### src/rtl/snn_pkg.sv
// Shared definitions for the SNN output stage: default sizes and decoder state encoding.
package snn_pkg;

  localparam int unsigned NUM_OUTPUTS_DEF = 10;
  localparam int unsigned IDX_W_DEF       = 4;
  localparam int unsigned CNT_W_DEF       = 8;

  typedef enum logic [1:0] {
    StIdle  = 2'd0,
    StAccum = 2'd1,
    StScan  = 2'd2,
    StDone  = 2'd3
  } dec_state_e;

endpackage

### src/rtl/spike_counter_bank.sv
// Bank of saturating per-neuron spike counters with a clear, an indexed increment and read port(s).
// SPIKE_DECODER_COUNT_READ_EN adds an independent debug read port.
module spike_counter_bank
  import snn_pkg::*;
#(
  parameter int unsigned NUM_OUTPUTS = NUM_OUTPUTS_DEF,
  parameter int unsigned IDX_W       = IDX_W_DEF,
  parameter int unsigned CNT_W       = CNT_W_DEF
) (
  input  logic             clk,
  input  logic             rst,
  input  logic             clear,
  input  logic             inc,
  input  logic [IDX_W-1:0] inc_idx,
  input  logic [IDX_W-1:0] scan_idx,
  output logic [CNT_W-1:0] scan_count
`ifdef SPIKE_DECODER_COUNT_READ_EN
  ,
  input  logic [IDX_W-1:0] dbg_idx,
  output logic [CNT_W-1:0] dbg_count
`endif
);

  logic [CNT_W-1:0] cnt_q [NUM_OUTPUTS];

  // Indices at or above NUM_OUTPUTS match no counter, so they are dropped here.
  always_ff @(posedge clk) begin
    if (rst || clear) begin
      for (int unsigned i = 0; i < NUM_OUTPUTS; i++) begin
        cnt_q[i] <= '0;
      end
    end else if (inc) begin
      for (int unsigned i = 0; i < NUM_OUTPUTS; i++) begin
        if ((32'(inc_idx) == i) && (cnt_q[i] != {CNT_W{1'b1}})) begin
          cnt_q[i] <= cnt_q[i] + CNT_W'(1);
        end
      end
    end
  end

  always_comb begin
    scan_count = '0;
    for (int unsigned i = 0; i < NUM_OUTPUTS; i++) begin
      if (32'(scan_idx) == i) begin
        scan_count = cnt_q[i];
      end
    end
  end

`ifdef SPIKE_DECODER_COUNT_READ_EN
  always_comb begin
    dbg_count = '0;
    for (int unsigned i = 0; i < NUM_OUTPUTS; i++) begin
      if (32'(dbg_idx) == i) begin
        dbg_count = cnt_q[i];
      end
    end
  end
`endif

endmodule

### src/rtl/spike_decoder.sv
// Spike-count argmax decoder: accumulates spikes per output neuron over a window, then scans
// for the winner. SPIKE_DECODER_COUNT_READ_EN exposes rd_idx_i/rd_count_o for histogram readout.
module spike_decoder
  import snn_pkg::*;
#(
  parameter int unsigned NUM_OUTPUTS = NUM_OUTPUTS_DEF,
  parameter int unsigned IDX_W       = IDX_W_DEF,
  parameter int unsigned CNT_W       = CNT_W_DEF
) (
  input  logic             wb_clk_i,
  input  logic             wb_rst_i,
  input  logic             start_i,
  input  logic             spike_valid_i,
  input  logic             spike_i,
  input  logic [IDX_W-1:0] spike_idx_i,
  input  logic             end_i,
  output logic             busy_o,
  output logic             result_valid_o,
  input  logic             result_ready_i,
  output logic [IDX_W-1:0] result_class_o,
  output logic [CNT_W-1:0] result_count_o
`ifdef SPIKE_DECODER_COUNT_READ_EN
  ,
  input  logic [IDX_W-1:0] rd_idx_i,
  output logic [CNT_W-1:0] rd_count_o
`endif
);

  // One extra bit so the pointer can reach NUM_OUTPUTS, which marks the scan as finished.
  localparam int unsigned PTR_W = IDX_W + 1;

  dec_state_e       state_q, state_d;
  logic [PTR_W-1:0] ptr_q, ptr_d;
  logic [IDX_W-1:0] best_idx_q, best_idx_d;
  logic [CNT_W-1:0] best_cnt_q, best_cnt_d;

  logic             cnt_clear;
  logic             cnt_inc;
  logic [CNT_W-1:0] scan_count;

  spike_counter_bank #(
    .NUM_OUTPUTS (NUM_OUTPUTS),
    .IDX_W       (IDX_W),
    .CNT_W       (CNT_W)
  ) u_bank (
    .clk        (wb_clk_i),
    .rst        (wb_rst_i),
    .clear      (cnt_clear),
    .inc        (cnt_inc),
    .inc_idx    (spike_idx_i),
    .scan_idx   (ptr_q[IDX_W-1:0]),
    .scan_count (scan_count)
`ifdef SPIKE_DECODER_COUNT_READ_EN
    ,
    .dbg_idx    (rd_idx_i),
    .dbg_count  (rd_count_o)
`endif
  );

  always_ff @(posedge wb_clk_i) begin
    if (wb_rst_i) begin
      state_q    <= StIdle;
      ptr_q      <= '0;
      best_idx_q <= '0;
      best_cnt_q <= '0;
    end else begin
      state_q    <= state_d;
      ptr_q      <= ptr_d;
      best_idx_q <= best_idx_d;
      best_cnt_q <= best_cnt_d;
    end
  end

  always_comb begin
    state_d    = state_q;
    ptr_d      = ptr_q;
    best_idx_d = best_idx_q;
    best_cnt_d = best_cnt_q;
    cnt_clear  = 1'b0;
    cnt_inc    = 1'b0;

    if (start_i) begin
      // Start overrides everything, including a coincident end_i.
      state_d    = StAccum;
      cnt_clear  = 1'b1;
      ptr_d      = '0;
      best_idx_d = '0;
      best_cnt_d = '0;
    end else begin
      unique case (state_q)
        StIdle: begin
        end
        StAccum: begin
          cnt_inc = spike_valid_i && spike_i;
          if (end_i) begin
            state_d    = StScan;
            ptr_d      = '0;
            best_idx_d = '0;
            best_cnt_d = '0;
          end
        end
        StScan: begin
          if (ptr_q == PTR_W'(NUM_OUTPUTS)) begin
            state_d = StDone;
          end else begin
            // Strict compare keeps the lowest index on ties.
            if (scan_count > best_cnt_q) begin
              best_cnt_d = scan_count;
              best_idx_d = ptr_q[IDX_W-1:0];
            end
            ptr_d = ptr_q + PTR_W'(1);
          end
        end
        StDone: begin
          if (result_ready_i) begin
            state_d = StIdle;
          end
        end
        default: begin
          state_d = StIdle;
        end
      endcase
    end
  end

  assign busy_o         = (state_q == StAccum) || (state_q == StScan);
  assign result_valid_o = (state_q == StDone);
  assign result_class_o = best_idx_q;
  assign result_count_o = best_cnt_q;

endmodule

### config.mk
export PLATFORM = sky130hd
export DESIGN_NAME = spike_decoder
export DESIGN_NICKNAME = d
export VERILOG_FILES = /design/src/rtl/snn_pkg.sv /design/src/rtl/spike_counter_bank.sv /design/src/rtl/spike_decoder.sv
export SDC_FILE = /design/constraint.sdc
export NUM_CORES = 1
export LEC_CHECK = 0
export CORE_ASPECT_RATIO = 1.75
export CORE_MARGIN = 8
export CORE_UTILIZATION = 45
export DETAILED_ROUTE_END_ITERATION = 6
export GPL_TIMING_DRIVEN = 0
export PLACE_DENSITY_LB_ADDON = 0.08
export SYNTH_ARGS = -nofsm -noshare
export SYNTH_HDL_FRONTEND = slang
export SYNTH_HIERARCHICAL = 1
export SYNTH_SLANG_ARGS = --single-unit
### constraint.sdc
create_clock -name wb_clk_i -period 3 [get_ports wb_clk_i]
set_input_delay 0.75 -clock wb_clk_i [delete_from_list [all_inputs] [get_ports wb_clk_i]]
set_output_delay 0.75 -clock wb_clk_i [all_outputs]
set_load 0.01 [all_outputs]
==> impl_metrics.env <==
export IMPL_power_frac_comb_pct=12.8
export IMPL_cts_buffer_depth=2
export IMPL_clockRootBuffer="clkbuf_16"
export IMPL_crit_path_start_kind="primary input"
export IMPL_start_util_pct=45.42
export IMPL_critPathRequiredTime_ns=2.98
export IMPL_synth_flop_cell="edfxtp_1"
export IMPL_r2r_start="ptr_q[2]"
export IMPL_grt_pass1_vias=4803
export IMPL_rows=58
export IMPL_hold_class="flop to flop"
export IMPL_critPathSlowestCell="o21ai_1"
export IMPL_clkLatencyLatePin_ns=0.35
export IMPL_p_int_w=0.002359
export IMPL_max_freq_ghz=0.3403
export IMPL_r2r_cells=12
export IMPL_clock_power_share_pct=36.8
export IMPL_synthDistinctLibCells=58
export IMPL_antennaDiodeCount=0
export IMPL_die_area_um2=18510
export IMPL_async_reset_ff_share_pct=0
export IMPL_irDropWorstVdd_mv=0.2276
export IMPL_clk_pin_slew_worst_paths_ns=0.07
export IMPL_wl_per_cell_um=18.83
export IMPL_cts_made_buffers=9
export IMPL_syn_inst=625
export IMPL_drtAntennaViolNets=0
export IMPL_place_area_um2=6893
export IMPL_hold_path_end="result_class_o[1]"
export IMPL_critPathArrivalTime_ns=2.92
export IMPL_hold_violations=0
export IMPL_post_route_cells_drive_above_1_share_pct=25.04
export IMPL_hpwl_um=12080
export IMPL_syn_num_nets=661
export IMPL_grt_ovfl_total=0
export IMPL_setup_viol=0
export IMPL_switching_share_pct=26.10
export IMPL_track_usage_pct=17.50
export IMPL_yosysWarnings=6
export IMPL_fin_crit_sh_pct=97.94
export IMPL_portBuffers=24
export IMPL_outcome="finished clean"
export IMPL_path_cells="clkdlybuf4s50_1, inv_1, and4_1, nor3b_2, o31ai_1, o21ai_1"
export IMPL_first_pass_iters=4
export IMPL_worst_slew_pin_slew_ns=1.132
export IMPL_holdPathStages=2
export IMPL_place_inst=829
export IMPL_io_pins=25
export IMPL_drt_iter0_drc=249
export IMPL_fin_area_um2=7455
export IMPL_avgSynthCellArea_um2=10.28
export IMPL_core_area_um2=14150
export IMPL_die_h_um=174.1
export IMPL_gp_congestion=0.9096
export IMPL_drv_cap=0
export IMPL_synth_edff_count=80
export IMPL_power_density_nw_per_um2=428.2
export IMPL_grt_max_degree=17
export IMPL_slew_headroom_pct=23.73
export IMPL_area_growth_pct=15.98
export IMPL_reg2reg_slack_ns=0.12
export IMPL_min_period_ns=2.938
export IMPL_fin_nets=707
export IMPL_critPathMaxStageDelay_ns=0.62
export IMPL_avgViaCountPerCell=5.535
export IMPL_ys_seq_elements=99
export IMPL_hold_buffers=0
export IMPL_grt_pass1_wl_um=25540
export IMPL_p_leak_nw=2.426
export IMPL_hp_start="result_class_o[1]"
export IMPL_dr_total_vias=4732
export IMPL_ctsHtreeMaxLevel=3
export IMPL_fin_cells=855
export IMPL_tritoncts="done"
export IMPL_drc=0
export IMPL_critPathCaptureType="flop"
export IMPL_synth_seq_area_share_pct=43.29
export IMPL_seq_power_share_pct=50.4
export IMPL_rsz0062_at_grt="yes"
export IMPL_cp_max_fo=8
export IMPL_die_x_um=106.3
export IMPL_wirelength_um=16100
export IMPL_cts_sinks=99
export IMPL_grt_antenna_before_repair=0
export IMPL_r2r_end="result_class_o[3]"
export IMPL_clock_skew_final_ns=0.005036
export IMPL_path_class="primary input to flop"
export IMPL_switchingPower_w=0.0008331
export IMPL_syn_cell_area_um2=6427
export IMPL_drv_slew=0
## power by group through the flow
| stage | clock [W] | combinational [W] | sequential [W] |
|---|---|---|---|
| after floorplan | 0 | 0.000263 | 0.00161 |
| after global routing | 0.00125 | 0.000446 | 0.00162 |
| after detailed placement | 0 | 0.000362 | 0.00164 |
| after global placement | 0 | 0.000359 | 0.00164 |
| after CTS | 0.00121 | 0.000378 | 0.00161 |
| final | 0.00118 | 0.000408 | 0.00161 |
## cell usage after synthesis (17+ instances only)
| cell | count | area share (%) |
|---|---|---|
| inv_1 | 30 | 1.8 |
| buf_6 | 17 | 3.0 |
| mux2i_1 | 33 | 5.1 |
| xor2_1 | 30 | 4.1 |
| nand3_1 | 39 | 3.0 |
| nor2_2 | 77 | 7.5 |
| a21oi_1 | 18 | 1.4 |
| edfxtp_1 | 80 | 37 |
| o21ai_0 | 18 | 1.4 |
| xnor2_1 | 34 | 4.6 |
| ha_1 | 25 | 4.9 |
| dfxtp_1 | 19 | 5.9 |
| nor2_1 | 24 | 1.4 |
| nand2_1 | 50 | 2.9 |
## registers in the layout, indices dropped and copies added, names as in the netlist
signal	cells
u_bank/cnt_q	80
result_count_o	8
ptr_q	5
result_class_o	4
state_q	2
## how the worst max path moves through the flow
stage,end,startpoint,cells past startpoint,slack (ns)
2_1_floorplan,result_class_o[0],ptr_q[1],12,0.37
3_5_place_dp,u_bank/cnt_q[2][4],start_i,6,-0.70
3_3_place_gp,u_bank/cnt_q[2][0],start_i,6,-0.68
6_report,u_bank/cnt_q[0][3],start_i,6,0.06
5_1_grt,u_bank/cnt_q[0][7],start_i,6,-0.07
4_1_cts,u_bank/cnt_q[2][0],start_i,6,0.004
## worst max-delay path, delay by kind of cell
kind	cells	cell delay [ns]
buf+inv	2	0.56
simple gates	2	0.81
compound gates	2	0.80
## through the flow
step / TNS, ns / utilization [%] / worst slack [ns] / power [W] / hold WS, ns
floorplan: 0 / - / 0.3737 / 0.001871 / 0.4716
global placement: -41.14 / 48.71 / -0.6847 / 0.001996 / 0.4469
detailed placement: -47.70 / 48.71 / -0.6989 / 0.002002 / 0.4600
CTS: 0 / 51.30 / 0.004236 / 0.003194 / 0.4693
global route: -0.8881 / 52.68 / -0.06918 / 0.003313 / 0.4938
finish: 0 / 52.68 / 0.06174 / 0.003192 / 0.4670
## kinds of logic (layout without fill, tap and decap cells)
kind of cell / Yosys count / in the layout / share of synthesized area [%]
AND/OR/NAND/NOR: 265 / 265 / 22.95
flip-flops: 99 / 99 / 43.29
AO/OA/AOI/OAI: 77 / 77 / 8.079
XOR/XNOR: 64 / 64 / 8.721
buffers and inverters: 57 / 107 / 5.548
multiplexers: 38 / 38 / 6.541
adder cells (fa/ha/maj): 25 / 25 / 4.867
## repair_timing
action	CTS	global route
setup endpoints to repair	76	52
pin swaps	1	9
setup buffers	2	9
gates resized for setup	23	27
## layer usage
layer	vias to the layer above	GRT usage [%]	wire length [µm]	share of wire, %
li1	2307	-	-	-
met1	2322	19.25	6466	40
met2	73	32.08	8679	54
met3	30	2.966	568	3.5
met4	0	6.903	388	2.4
met5	-	0	0	0
## placed cells by master, fill, tap and decap left out, types with 6 or more instances in the layout
cell             Yosys  layout
a21oi_1             18      17
and3_1               9       9
buf_4                3      13
buf_6               17      14
clkbuf_16            0       9
clkdlybuf4s50_1      0      24
dfxtp_1             19      16
edfxtp_1            80      80
ha_1                25      24
inv_1               30      28
mux2i_1             33      31
nand2_1             50      50
nand3_1             39      38
nand4_1             10      10
nor2_1              24      24
nor2_2              77      77
nor3_1               8       7
o21ai_0             18       9
o21ai_1              0       6
o31ai_1             12      11
or3_1               10      10
xnor2_1             34      34
xor2_1              30      30
## final cells by class
type	count	area [µm²]
plain buffers	27	284.0
clock buffers	9	225.2
clock inverters	6	65.06
fillers	1316	6696
inverters	30	120.1
multi-input cells	469	3418
flip-flops and latches	99	2794
well taps	180	225.2
repair buffers	35	322.8
Note: power is estimated with default switching activity, not from simulation.
